`config.mk`:
```
export PLATFORM = sky130hd
export DESIGN_NAME = pipeline_ctrl
export DESIGN_NICKNAME = d
export VERILOG_FILES = /design/src/rtl/pipeline_ctrl_pkg.sv /design/src/rtl/pipeline_ctrl_sat_counter.sv /design/src/rtl/pipeline_ctrl.sv
export SDC_FILE = /design/constraint.sdc
export NUM_CORES = 1
export LEC_CHECK = 0
export BUFFER_PORTS_ARGS = -buffer_cell sky130_fd_sc_hd__buf_2
export CAP_MARGIN = 20
export CORE_MARGIN = 1.5
export CORE_UTILIZATION = 49
export DETAILED_ROUTE_END_ITERATION = 12
export GPL_ROUTABILITY_DRIVEN = 0
export PLACE_DENSITY = 0.75
export SLEW_MARGIN = 20
export SYNTH_ARGS = -nofsm -noshare
export SYNTH_HDL_FRONTEND = slang
export SYNTH_HIERARCHICAL = 1
export SYNTH_SLANG_ARGS = --single-unit
```
`constraint.sdc`:
```
create_clock -name i_clk -period 2 [get_ports i_clk]
set_input_delay 0.1 -clock i_clk [delete_from_list [all_inputs] [get_ports i_clk]]
set_output_delay 0.1 -clock i_clk [all_outputs]
set_load 0.03 [all_outputs]
```
`src/rtl/pipeline_ctrl_pkg.sv`:
```
// rtl/pipeline_ctrl_pkg.sv - shared types and constants for the RV32 pipeline controller
package pipeline_ctrl_pkg;

    localparam int CNT_W_DEFAULT       = 32;
    localparam int FILL_CYCLES_DEFAULT = 4;

    typedef enum logic [1:0] {
        ST_FILL   = 2'd0,
        ST_RUN    = 2'd1,
        ST_FREEZE = 2'd2
    } state_t;

    // Stage-control bundle, MSB first: enables IF..WB, then strobes.
    typedef struct packed {
        logic if_ce;
        logic id_ce;
        logic ex_ce;
        logic ma_ce;
        logic wb_ce;
        logic id_flush;
        logic ex_flush;
        logic pc_redirect;
    } stage_ctrl_t;

    localparam stage_ctrl_t CTRL_FILL = stage_ctrl_t'(8'b1111_1110);
    localparam stage_ctrl_t CTRL_HOLD = stage_ctrl_t'(8'b0000_0000);
    localparam stage_ctrl_t CTRL_FLOW = stage_ctrl_t'(8'b1111_1000);

    // Event decode for a cycle in which MA can complete.
    function automatic stage_ctrl_t ctrl_decode(input logic hz, input logic br, input logic ic);
        stage_ctrl_t c;
        c = CTRL_FLOW;
        if (br) begin
            c.id_flush    = 1'b1;
            c.ex_flush    = 1'b1;
            c.pc_redirect = 1'b1;
        end else if (hz) begin
            c.if_ce    = 1'b0;
            c.id_ce    = 1'b0;
            c.ex_flush = 1'b1;
        end else if (ic) begin
            c.if_ce    = 1'b0;
            c.id_flush = 1'b1;
        end
        return c;
    endfunction

endpackage

```
`src/rtl/pipeline_ctrl_sat_counter.sv`:
```
// rtl/pipeline_ctrl_sat_counter.sv - saturating up-counter with async active-low clear
module sat_counter #(
    parameter int W = 32
) (
    input  logic         clk,
    input  logic         rst_n,
    input  logic         inc,
    output logic [W-1:0] count
);

    always_ff @(posedge clk or negedge rst_n) begin
        if (!rst_n) begin
            count <= '0;
        end else if (inc && (count != '1)) begin
            count <= count + W'(1);
        end
    end

endmodule

```
`src/rtl/pipeline_ctrl.sv`:
```
// rtl/pipeline_ctrl.sv - stage enables, bubbles and redirect for the 5-stage RV32 core
module pipeline_ctrl
    import pipeline_ctrl_pkg::*;
#(
    parameter int FILL_CYCLES = FILL_CYCLES_DEFAULT,
    parameter int CNT_W       = CNT_W_DEFAULT
) (
    input  logic             i_clk,
    input  logic             i_rst_n,
    input  logic             i_hz_data,
    input  logic             i_br_taken,
    input  logic             i_ic_miss,
    input  logic             i_dc_miss,
    output logic             o_if_ce,
    output logic             o_id_ce,
    output logic             o_ex_ce,
    output logic             o_ma_ce,
    output logic             o_wb_ce,
    output logic             o_id_flush,
    output logic             o_ex_flush,
    output logic             o_pc_redirect,
    output logic [CNT_W-1:0] o_stall_cnt,
    output logic [CNT_W-1:0] o_flush_cnt
);

    state_t      state_q, state_d;
    logic [3:0]  fill_q, fill_d;
    stage_ctrl_t ctrl;
    logic        stall_inc;

    always_ff @(posedge i_clk or negedge i_rst_n) begin
        if (!i_rst_n) begin
            state_q <= ST_FILL;
            fill_q  <= 4'(FILL_CYCLES - 1);
        end else begin
            state_q <= state_d;
            fill_q  <= fill_d;
        end
    end

    always_comb begin
        ctrl    = CTRL_FILL;
        state_d = state_q;
        fill_d  = fill_q;
        case (state_q)
            ST_FILL: begin
                if (fill_q == 4'd0) begin
                    state_d = ST_RUN;
                end else begin
                    fill_d = fill_q - 4'd1;
                end
            end
            ST_RUN, ST_FREEZE: begin
                // A data miss freezes everything; on release the held EX branch redirects once.
                if (i_dc_miss) begin
                    ctrl    = CTRL_HOLD;
                    state_d = ST_FREEZE;
                end else begin
                    ctrl    = ctrl_decode(i_hz_data, i_br_taken, i_ic_miss);
                    state_d = ST_RUN;
                end
            end
            default: begin
                state_d = ST_FILL;
            end
        endcase
    end

    assign o_if_ce       = ctrl.if_ce;
    assign o_id_ce       = ctrl.id_ce;
    assign o_ex_ce       = ctrl.ex_ce;
    assign o_ma_ce       = ctrl.ma_ce;
    assign o_wb_ce       = ctrl.wb_ce;
    assign o_id_flush    = ctrl.id_flush;
    assign o_ex_flush    = ctrl.ex_flush;
    assign o_pc_redirect = ctrl.pc_redirect;

    assign stall_inc = (state_q != ST_FILL) && !ctrl.if_ce;

    sat_counter #(.W(CNT_W)) u_stall_cnt (
        .clk   (i_clk),
        .rst_n (i_rst_n),
        .inc   (stall_inc),
        .count (o_stall_cnt)
    );

    sat_counter #(.W(CNT_W)) u_flush_cnt (
        .clk   (i_clk),
        .rst_n (i_rst_n),
        .inc   (ctrl.pc_redirect),
        .count (o_flush_cnt)
    );

endmodule

```
### After elaboration in Yosys (flattened, before gate mapping)

Cells that the tools add are included.

* bits in registers: 70
* bits of input ports: 6
* output and inout port bits: 72

* add/sub/neg operators: 3
* equal/unequal tests: 5
* muxes and demuxes: 14
* bitwise gates (word level): 1
* reductions and logical operators: 9

Operators with widths (count)
* adder 32 x 1 -> 32 bit (second input constant): 2
* != test 32 bit (second input constant): 2
* two-way mux 8 bit: 2
* two-way mux 2 bit: 4
* two-way mux 1 bit: 7
* zero test 4 bit: 1
* case mux 2 bit (2 select lines): 1
* subtractor 4 x 1 -> 4 bit (second input constant): 1
* logical AND 1 bit: 3
* equality test 2 x 1 -> 1 bit (second input constant): 1
* equality test 2 bit (second input constant): 1
* zero test 2 bit: 1
* != test 2 bit (second input constant): 1
* AND reduction 2 bit: 1
* nonzero test 2 bit: 1
* OR reduction 2 bit: 1
* zero test 1 bit: 1
* NOT 1 bit: 1

### Logic depth before layout (Yosys ltp)

Gate-level depths: netlist of run 1.

* word-level depth: 8
* depth in mapped cells: 10
* depth with buffers taken out: 9

### Hierarchy

Netlist of run 1, hierarchy kept.

Modules (own cells, without submodules)
* sat_counter (u_stall_cnt): times used 1, cells an instance 151, area an instance 1624.1 um^2, seq. area each 800.8 um^2
* sat_counter (u_flush_cnt): times used 1, cells an instance 140, area an instance 1522.7 um^2, seq. area each 800.8 um^2
* pipeline_ctrl: times used 1, cells an instance 42, area an instance 397.9 um^2, seq. area each 152.6 um^2

### Least setup slack after synthesis of run 1

No wires, ideal clock.

* path kind: register -> register
* from: reg state_q[0]
* to: reg u_stall_cnt.count[29]
* library setup time: 0.080 ns
* arrival: 2.524 ns
* data required time: 1.920 ns
* slack: -0.605 ns
* cell stages (with the launch flop): 11
* period minus slack after synthesis: 2.605 ns
* path through: dfrtp_1 -> inv_1 -> ha_1 -> o21ai_0 -> nor2_1 -> and3_1 -> nor2b_1 -> clkbuf_1 -> nand4_1 -> nor4_2 -> xor2_1

* word-level cells in the longest chain between the ends: 6

Ends and longest elaborated chain
* from (decl): line pipeline_ctrl.sv:26 `state_t state_q, state_d;`
* from (signal assigned): line pipeline_ctrl.sv:36 `state_q <= state_d;`
* equality test 2 x 1 -> 1 bit or equality test 2 bit (tied branches): line pipeline_ctrl.sv:45 `case (state_q)`
* OR reduction 2 bit *: line pipeline_ctrl.sv:45
* two-way mux 8 bit *: line pipeline_ctrl.sv:45
* named net o_if_ce: line pipeline_ctrl.sv:14 `output logic o_if_ce,`
* zero test 1 bit *: line pipeline_ctrl.sv:78 `assign stall_inc = (state_q != ST_FILL) && !ctrl.if_ce;`
* logical AND 1 bit *: line pipeline_ctrl.sv:78
* named net stall_inc: line pipeline_ctrl.sv:29 `logic stall_inc;`
* logical AND 1 bit *: line pipeline_ctrl_sat_counter.sv:14 `end else if (inc && (count != '1)) begin`
* to (signal assigned): line pipeline_ctrl_sat_counter.sv:15 `count <= count + W'(1);`
* to (decl): line pipeline_ctrl_sat_counter.sv:8 `output logic [W-1:0] count`

Mark *: on every way through the listed nets, which the timed path passes. The rest lies on a longest branch.
A chain may end at the register's enable or synchronous reset.

### Worst setup path in the final report of run 1

* from: reg state_q[1]
* to: reg u_stall_cnt.count[29]

* word-level cells in the longest chain between the ends: 6

Ends and longest elaborated chain (line)
* equality test 2 x 1 -> 1 bit or equality test 2 bit (tied branches): pipeline_ctrl.sv:45
* OR reduction 2 bit: pipeline_ctrl.sv:45
* two-way mux 8 bit: pipeline_ctrl.sv:45
* zero test 1 bit: pipeline_ctrl.sv:78
* logical AND 1 bit *: pipeline_ctrl.sv:78
* named net stall_inc: pipeline_ctrl.sv:29
* logical AND 1 bit *: pipeline_ctrl_sat_counter.sv:14

Marks and branches as above.

==> impl_metrics.env, run 1 <==
export IMPL_yosysSeqAreaShare_pct=49.5
export IMPL_fillers=505
export IMPL_async_flop_share_pct=100
export IMPL_die_height_um=88.1
export IMPL_slew_headroom_pct=63.5
export IMPL_tightest_slew_ns=0.547
export IMPL_routed_wl_um=9180
export IMPL_synth_cell_types=48
export IMPL_drive_gt1_share_pct=49.1
export IMPL_r2r_slack_ns=-0.08
export IMPL_start_util_pct=51.3
export IMPL_syn_avg_cell_area_um2=10.6
export IMPL_drc_errors=0
export IMPL_wire_per_inst_um=15.8
export IMPL_power_density_nw_per_um2=903
export IMPL_rr_startpoint="state_q[1]"
export IMPL_syn_nets=344
export IMPL_rows=30
export IMPL_final_cell_area_um2=5060
export IMPL_synth_edf_count=0
export IMPL_finalSetupViolations=11
export IMPL_yosys_register_bits=70
export IMPL_leakagePower_nw=2.48
export IMPL_worstPathArrival_ns=2.35
export IMPL_first_iter_violations=229
export IMPL_fin_setup_tns_ns=-0.396
export IMPL_cap_violations=0
export IMPL_yosysWarnings=6
export IMPL_cts_tree="yes"
export IMPL_fin_cells=579
export IMPL_cp_end_kind="flip-flop"
export IMPL_post_place_ws_ns=-0.212
export IMPL_cts_made_buffers=9
export IMPL_worstPathRequired_ns=2.27
export IMPL_fmax_mhz=480
export IMPL_drt_pass1_iterations=4
export IMPL_dieWidth_um=88.1
export IMPL_postPlaceCellArea_um2=4540
export IMPL_synthesis_area_um2=3540
export IMPL_violations="setup timing"
export IMPL_cts_num_sinks=70
export IMPL_h_tree_depth=3
export IMPL_core_um2=6910
export IMPL_dp_cells=553
export IMPL_ff2ff_path_depth=11
export IMPL_ir_worst_vdd_v=0.00112
export IMPL_grt_pass1_wl_um=13800
export IMPL_clk_pin_slew_worst_paths_ns=0.07
export IMPL_antenna_found_initial=0
export IMPL_dieArea_um2=7750
export IMPL_final_util_pct=73.3
export IMPL_critPathLaunchType="flip-flop"
export IMPL_period_needed_ns=2.08
export IMPL_dpl_hpwl_um=6210
export IMPL_vias_per_cell=5.51
export IMPL_insertion_delay_ns=0.35
export IMPL_cts_root_buf="clkbuf_8"
export IMPL_ant_nets=0
export IMPL_skew_ns=0.00697
export IMPL_setup_ws_ns=-0.0832
export IMPL_reg2reg_to="u_stall_cnt/count[29]"
export IMPL_whs_endpoint="state_q[1]"
export IMPL_critPathKind="flip-flop to flip-flop"
export IMPL_vias=3192
export IMPL_grt_overflow_total=0
export IMPL_min_path_type="input port to flip-flop"
export IMPL_antenna_cells=0
export IMPL_grt_util_all_layers_pct=23.4
export IMPL_grt_max_degree=49
export IMPL_min_path_cells=3
export IMPL_period_share_pct=104
export IMPL_synthFlopType="dfrtp_1"
export IMPL_rsz0062_at_grt="yes"
export IMPL_pin_count=78
export IMPL_grt_pass1_vias=2915
export IMPL_synth_cells=333
export IMPL_synthToLayoutAreaGrowth_pct=42.8
export IMPL_nets=489
export IMPL_hold_viol_final=0
export IMPL_clock_path_buffers=2
export IMPL_crit_fanout=5
export IMPL_slew_viol_final=0
export IMPL_portBuffers=77
export IMPL_hp_start="i_dc_miss"
export IMPL_status="complete, but fails checks"
## what timing repair did
action                                 CTS  global route
setup buffers                            1             8
setup endpoints to repair               25            46
endpoints found under the hold margin   20             0
hold buffers                             1             0
resized for setup                       11            39
pin swaps                               12            28
## registers in the layout, indices dropped and copies added, names as in the netlist
signal	cells
u_flush_cnt/count	32
u_stall_cnt/count	32
fill_q	4
state_q	2
## report_power, final
group          switching (W)  internal (W)  leakage, nW  total, W
clock               0.000532      0.000700        0.106   0.00123
sequential          0.000171       0.00154        0.902   0.00171
combinational       0.000945      0.000680         1.47   0.00163
## cells in the mapped netlist, drive strengths merged, types with 3 or more instances
master  number  area share (%)
mux2         3            0.95
ha           5             1.8
xnor2       45              11
nand2       30             3.5
nand4       32             6.0
o21ai        5            0.71
nor2        24             2.5
or4          3            0.95
buf          4             1.1
dfrtp       68              48
nor2b        3            0.53
nor3         8             1.4
inv          9            0.95
mux2i        3            0.85
a21oi        5            0.71
and4         7             1.7
nand3       27             4.0
nor4        10             2.4
xor2        16             4.0
and3         4            0.74
## worst max-delay path by stage
stage | slack [ns] | endpoint | from
after floorplan | -0.17 | u_flush_cnt/count[31] | state_q[0]
after global placement | -0.08 | u_flush_cnt/count[30] | state_q[1]
after detailed placement | -0.21 | u_flush_cnt/count[26] | state_q[1]
after CTS | -0.02 | u_flush_cnt/count[31] | state_q[1]
after global routing | -0.22 | u_stall_cnt/count[25] | state_q[1]
final | -0.08 | u_stall_cnt/count[29] | state_q[1]
## cells by family after synthesis
logic type / count (synthesis) / synth area share (%)
AO/OA/AOI/OAI: 21 / 4.48
XOR/XNOR: 61 / 15.1
adder cells (fa/ha/maj): 5 / 1.76
buffers and inverters: 15 / 2.22
flip-flops: 70 / 49.5
multiplexers: 6 / 1.80
AND/OR/NAND/NOR: 155 / 25.2
## worst max-delay path, cell delays in order (launching register included)
cell,delay [ns]
dfrtp_1,0.38
inv_2,0.07
ha_4,0.28
buf_6,0.10
o21ai_4,0.06
nor2_4,0.10
and3_4,0.20
nor2b_4,0.14
buf_6,0.12
nand4_1,0.10
nor4_2,0.30
xor2_1,0.17
## metrics by stage
step	hold slack (ns)	total power, W
finish	0.180	0.00457
global route	0.207	0.00480
CTS	0.168	0.00446
detailed placement	0.116	0.00315
global placement	0.107	0.00310
floorplan	-0.196	0.00264
## layout make-up
cell class | instances | area, µm² | share of cell area [%]
inverters | 9 | 33.8 | 0.667
repair buffers | 140 | 892 | 17.6
multi-input cells | 248 | 2020 | 40.0
clock inverters | 6 | 86.3 | 1.71
flip-flops and latches | 70 | 1780 | 35.1
well taps | 96 | 120 | 2.37
clock buffers | 10 | 128 | 2.52
## layer usage
metal  part of all wire (%)  GRT usage [%]
met1                     44           31.4
met2                     49           37.2
met3                    5.3           4.43
met4                    1.3           9.80
met5                      0              0
## placed cells by master, fill, tap and decap left out, types with 2 or more instances in the layout
cell type	n
nor2b_4	2
nand4_1	30
a311oi_2	2
or4_4	3
clkinv_2	2
and4_1	7
clkbuf_8	9
mux2_2	2
nand3_2	8
buf_4	56
a21oi_1	4
inv_2	2
xnor2_2	3
o211ai_1	2
xnor2_1	42
nor2_1	16
and3_1	2
nor2_4	3
nor2_2	5
o21ai_0	4
nor3_4	3
ha_1	4
buf_2	77
nor4_2	5
nand3_1	18
nor4_4	4
nor3_1	3
bufinv_16	2
dfrtp_1	49
buf_6	5
xor2_1	16
nand2_1	26
dfstp_2	2
dfrtp_2	19
nand2_4	3
mux2i_1	3
inv_1	7
nor3_2	2
(Power assumes the default switching activity.)
==> run 2, diff against run 1 <==
Settings changed: REMOVE_ABC_BUFFERS set to 1, SKIP_CTS_REPAIR_TIMING set to 1.
==> impl_metrics.env, run 2 (same netlist as run 1, synthesis figures left out) <==
export IMPL_cp_end_kind="flip-flop"
export IMPL_slew_headroom_pct=73.8
export IMPL_crit_fanout=6
export IMPL_insertion_delay_ns=0.34
export IMPL_rows=30
export IMPL_path_buf_inv=2
export IMPL_die_height_um=88.1
export IMPL_period_share_pct=111
export IMPL_min_path_type="input port to flip-flop"
export IMPL_wire_per_inst_um=15.9
export IMPL_slew_viol_final=0
export IMPL_vias=3185
export IMPL_cts_tree="yes"
export IMPL_vias_per_cell=5.43
export IMPL_crit_chain="inv_2, ha_4, nor2b_2, and2_4, nand3_1, or3_4, buf_4, nor2_1, xor2_1"
export IMPL_cts_root_buf="clkbuf_8"
export IMPL_finalSetupViolations=27
export IMPL_p_total_w=0.00436
export IMPL_cap_violations=0
export IMPL_worstPathRequired_ns=2.26
export IMPL_antenna_cells=0
export IMPL_core_um2=6910
export IMPL_portBuffers=77
export IMPL_status="complete, but fails checks"
export IMPL_dpl_hpwl_um=6280
export IMPL_ant_nets=0
export IMPL_routed_wl_um=9340
export IMPL_grt_pass1_wl_um=13900
export IMPL_slowest_stage="or3_4"
export IMPL_rsz0062_at_grt="yes"
export IMPL_power_frac_seq_pct=38.8
export IMPL_clkPwrFrac_pct=26.8
export IMPL_critPathKind="flip-flop to flip-flop"
export IMPL_dieArea_um2=7750
export IMPL_grt_overflow_total=0
export IMPL_synthToLayoutAreaGrowth_pct=40.6
export IMPL_cts_num_sinks=70
export IMPL_reg_largest_list="u_flush_cnt/count: 32 flops, u_stall_cnt/count: 32 flops, fill_q: 4 flops"
export IMPL_crit_family="simple AND/OR/NAND/NOR gates"
export IMPL_final_seq_area_um2=1750
export IMPL_final_cell_area_um2=4980
export IMPL_internal_power_w=0.00279
export IMPL_drt_pass1_iterations=5
export IMPL_period_needed_ns=2.21
export IMPL_h_tree_depth=3
export IMPL_ir_worst_vdd_v=0.000919
export IMPL_post_place_ws_ns=-0.268
export IMPL_drc_errors=0
export IMPL_skew_ns=0.00861
export IMPL_leakagePower_nw=2.51
export IMPL_first_iter_violations=158
export IMPL_start_util_pct=51.3
export IMPL_p_sw_w=0.00157
export IMPL_clock_path_buffers=2
export IMPL_multiInputGateArea_um2=1930
export IMPL_pin_count=78
export IMPL_final_common_cell="buf_2"
export IMPL_fillers=509
export IMPL_dieWidth_um=88.1
export IMPL_nets=497
export IMPL_worstPathArrival_ns=2.47
export IMPL_setup_ws_ns=-0.213
export IMPL_cpPeakStageDelay_ns=0.46
export IMPL_hold_ws_ns=0.162
export IMPL_hold_viol_final=0
export IMPL_switching_share_pct=36.0
export IMPL_power_density_nw_per_um2=874
export IMPL_critPathLaunchType="flip-flop"
export IMPL_p_comb_share_pct=34.4
export IMPL_clk_pin_slew_worst_paths_ns=0.07
export IMPL_violations="setup timing"
export IMPL_tightest_slew_ns=0.389
export IMPL_grt_pass1_vias=2950
export IMPL_grt_max_degree=71
export IMPL_cts_made_buffers=9
export IMPL_postPlaceCellArea_um2=4490
export IMPL_fin_setup_tns_ns=-2.11
export IMPL_grt_util_all_layers_pct=23.3
export IMPL_drive_gt1_share_pct=43.6
export IMPL_antenna_found_initial=0
export IMPL_mostFrequentLayoutCells="77 x buf_2, 68 x dfrtp_1, 65 x buf_4"
export IMPL_fmax_mhz=452
run 2: cell types whose count changed in the layout (fill, tap and decap cells not counted), sizes merged:
| cell | before | now |
|---|---|---|
| buf | 139 | 147 |
| bufinv | 2 | 1 |
| clkbuf | 10 | 13 |
| clkinv | 3 | 1 |
run 2: final cells by class:
class	count	share of cell area (%)
Clock inverter	3	0.853
Inverter	9	0.678
Multi-Input combinational cell	248	38.7
Tap cell	96	2.41
Timing Repair Buffer	148	19.0
Sequential cell	70	35.2
Clock buffer	13	3.19
run 2: worst register-to-register path, stage by stage, from the launching register on:
cell	delay, ns
dfrtp_1	0.36
inv_2	0.06
ha_4	0.26
nor2b_2	0.19
and2_4	0.21
nand3_1	0.12
or3_4	0.46
buf_4	0.18
nor2_1	0.12
xor2_1	0.18
run 2: power groups by stage:
| stage | Sequential [W] | Combinational [W] | Clock [W] |
|---|---|---|---|
| finish | 0.00169 | 0.00150 | 0.00117 |
| global route | 0.00171 | 0.00161 | 0.00127 |
| CTS | 0.00169 | 0.00134 | 0.00119 |
| detailed placement | 0.00171 | 0.00133 | 0 |
| global placement | 0.00170 | 0.00130 | 0 |
| floorplan | 0.00191 | 0.000600 | 0 |
run 2: path summary, 6_finish.rpt:
check,from,endpoint,slack [ns],cells past startpoint
worst max register to register,state_q[1],u_flush_cnt/count[18],-0.21,9
worst min-delay path,i_dc_miss,state_q[1],0.16,3
max in group asynchronous,i_rst_n,fill_q[1],1.34,3
min in group asynchronous,i_rst_n,u_flush_cnt/count[19],0.31,3
worst max-delay path,state_q[1],u_flush_cnt/count[18],-0.21,9
worst min register to register,fill_q[1],fill_q[1],0.50,2
run 2: metrics by stage:
step,cells,utilization (%)
finish,587,72.2
global route,587,72.2
CTS,579,67.9
detailed placement,563,65.0
global placement,563,65.0
floorplan,327,-
run 2: per-layer routing:
metal / global-route usage (%) / part of all wire [%]
met1: 31.4 / 43
met2: 37.1 / 49
met3: 5.09 / 5.6
met4: 8.81 / 2.0
met5: 0 / 0
==> run 3, diff against run 2 <==
Settings changed: ABC_AREA set to 1, CORE_UTILIZATION 49 to 52, PLACE_DENSITY 0.75 to 0.76.
==> impl_metrics.env, run 3 <==
export IMPL_status="complete, but fails checks"
export IMPL_violations="DRC"
export IMPL_dieWidth_um=98.7
export IMPL_yosysMostFrequentCell="nand2_1"
export IMPL_start_util_pct=54.1
export IMPL_final_common_cell="nand2_1"
export IMPL_antenna_cells=0
export IMPL_min_path_cells=5
export IMPL_cp_end_kind="output pin"
export IMPL_skew_ns=0.00723
export IMPL_synth_top_cells_by_count="306 x nand2_1, 106 x nor2_1, 68 x dfrtp_1, 68 x inv_1, 49 x nand3_1"
export IMPL_syn_avg_cell_area_um2=6.56
export IMPL_finalSetupViolations=0
export IMPL_grt_max_degree=47
export IMPL_hp_start="i_dc_miss"
export IMPL_cts_num_sinks=70
export IMPL_wire_per_inst_um=14.4
export IMPL_h_tree_depth=3
export IMPL_hold_ws_ns=0.177
export IMPL_drt_pass1_iterations=9
export IMPL_ant_nets=0
export IMPL_p_total_w=0.00431
export IMPL_ir_worst_vdd_v=0.000727
export IMPL_period_share_pct=94.0
export IMPL_dp_cells=918
export IMPL_dieArea_um2=9740
export IMPL_whs_endpoint="state_q[1]"
export IMPL_dpl_hpwl_um=9780
export IMPL_p_comb_share_pct=30.8
export IMPL_power_density_nw_per_um2=763
export IMPL_hold_viol_final=0
export IMPL_grt_overflow_total=0
export IMPL_reg2reg_to="u_flush_cnt/count[18]"
export IMPL_cts_root_buf="clkbuf_8"
export IMPL_yosysSeqAreaShare_pct=36.8
export IMPL_slew_headroom_pct=60.5
export IMPL_switching_share_pct=36.9
export IMPL_r2r_slack_ns=0.14
export IMPL_synth_top_cell_area_share_pct=35.7
export IMPL_grt_util_all_layers_pct=28.6
export IMPL_portBuffers=77
export IMPL_critPathKind="flip-flop to output pin"
export IMPL_internal_power_w=0.00272
export IMPL_tightest_slew_ns=0.592
export IMPL_drc_errors=3
export IMPL_rows=34
export IMPL_insertion_delay_ns=0.35
export IMPL_routed_wl_um=13500
export IMPL_antenna_found_initial=0
export IMPL_vias=5077
export IMPL_grt_pass1_vias=4725
export IMPL_die_height_um=98.7
export IMPL_ff2ff_path_depth=12
export IMPL_synthFlopType="dfrtp_1"
export IMPL_final_util_pct=64.3
export IMPL_synthToLayoutAreaGrowth_pct=18.8
export IMPL_fin_setup_tns_ns=0
export IMPL_synth_cell_types=27
export IMPL_reg_largest_list="u_flush_cnt/count: 32 flops, u_stall_cnt/count: 32 flops, fill_q: 4 flops"
export IMPL_yosys_area_top_type="dfrtp_1"
export IMPL_clkPwrFrac_pct=31.6
export IMPL_synth_area_top_cells="dfrtp_1 36%, nand2_1 24%, nor2_1 8.4%"
export IMPL_leakagePower_nw=2.73
export IMPL_mostFrequentLayoutCells="305 x nand2_1, 98 x nor2_1, 76 x buf_2"
export IMPL_cts_made_buffers=9
export IMPL_power_frac_seq_pct=37.5
export IMPL_crit_fanout=4
export IMPL_synth_cells=726
export IMPL_vias_per_cell=5.42
export IMPL_period_needed_ns=1.88
export IMPL_grt_pass1_wl_um=22200
export IMPL_nets=834
export IMPL_min_path_type="input port to flip-flop"
export IMPL_fmax_mhz=532
export IMPL_first_iter_violations=456
export IMPL_cts_tree="yes"
export IMPL_yosysWarnings=6
export IMPL_worstPathRequired_ns=1.90
export IMPL_synth_edf_count=0
export IMPL_slew_viol_final=0
export IMPL_async_flop_share_pct=100
export IMPL_rr_startpoint="state_q[0]"
export IMPL_core_um2=8810
export IMPL_p_sw_w=0.00159
export IMPL_clock_path_buffers=2
export IMPL_pin_count=78
export IMPL_synthesis_area_um2=4760
export IMPL_yosys_register_bits=70
export IMPL_clk_pin_slew_worst_paths_ns=0.07
export IMPL_drive_gt1_share_pct=19.9
export IMPL_critPathLaunchType="flip-flop"
export IMPL_fin_cells=936
export IMPL_cap_violations=0
export IMPL_worstPathArrival_ns=1.78
==> run 3: changes by cell type in the layout (fill, tap and decap cells not counted), moves of 24 or more <==
| cell | change |
|---|---|
| xnor2_1 | -29 |
| buf_4 | -47 |
| nand2_1 | +279 |
| nor2_1 | +81 |
| inv_1 | +59 |
| nand3_1 | +24 |
==> run 3: critical path, cell delays in order (launching register included) <==
cell and delay (ns):
dfrtp_1 0.37, inv_1 0.06, ha_1 0.33, buf_4 0.17, inv_1 0.07, nor2_1 0.05
nand2_1 0.05, nand2_1 0.06, nor2_1 0.09, clkbuf_4 0.19
==> run 3: layout make-up <==
cell class / count / area (µm²)
Multi-Input combinational cell: 571 / 2690
Fill cell: 829 / 3150
Clock buffer: 13 / 169
Clock inverter: 3 / 65.1
Tap cell: 108 / 135
Sequential cell: 70 / 1750
Timing Repair Buffer: 99 / 576
Inverter: 72 / 270
==> run 3: worst max-delay path by stage <==
stage	startpoint	to	slack, ns	cells past startpoint
2_1_floorplan	state_q[0]	u_flush_cnt/count[26]	-0.49	11
4_1_cts	state_q[0]	u_flush_cnt/count[18]	0.04	12
3_3_place_gp	state_q[0]	u_flush_cnt/count[19]	0.16	10
6_report	state_q[0]	o_id_flush	0.12	9
5_1_grt	state_q[0]	u_flush_cnt/count[27]	-0.02	10
3_5_place_dp	state_q[0]	u_flush_cnt/count[27]	0.06	10
==> run 3: metal layers <==
layer / up-vias / track usage [%] / wire length (µm)
li1: 2450 / - / -
met1: 2363 / 40.1 / 5940
met2: 241 / 44.4 / 6170
met3: 23 / 4.89 / 1120
met4: 0 / 11.0 / 257
met5: - / 0 / 0
==> run 3: power groups by stage <==
stage / Sequential [W] / Combinational, W / Clock, W
after floorplan: 0.00176 / 0.000699 / 0
after global placement: 0.00163 / 0.00122 / 0
after detailed placement: 0.00165 / 0.00126 / 0
after CTS: 0.00162 / 0.00127 / 0.00139
after global routing: 0.00163 / 0.00146 / 0.00143
final: 0.00162 / 0.00133 / 0.00136
==> run 3: kinds of logic (layout without fill, tap and decap cells) <==
family | Yosys count | count (layout) | synth area share (%)
buffers and inverters | 85 | 187 | 8.07
AO/OA/AOI/OAI | 16 | 16 | 1.87
XOR/XNOR | 16 | 16 | 2.94
adder cells (fa/ha/maj) | 5 | 5 | 1.31
flip-flops | 70 | 70 | 36.8
AND/OR/NAND/NOR | 534 | 534 | 49.0
==> run 3: per-stage QoR <==
stage | setup slack (ns) | instance area [µm²]
2_1_floorplan | -0.493 | 4650
3_3_place_gp | 0.165 | 5330
3_5_place_dp | 0.0554 | 5330
4_1_cts | 0.0421 | 5560
5_1_grt | -0.0151 | 5660
6_report | 0.121 | 5660
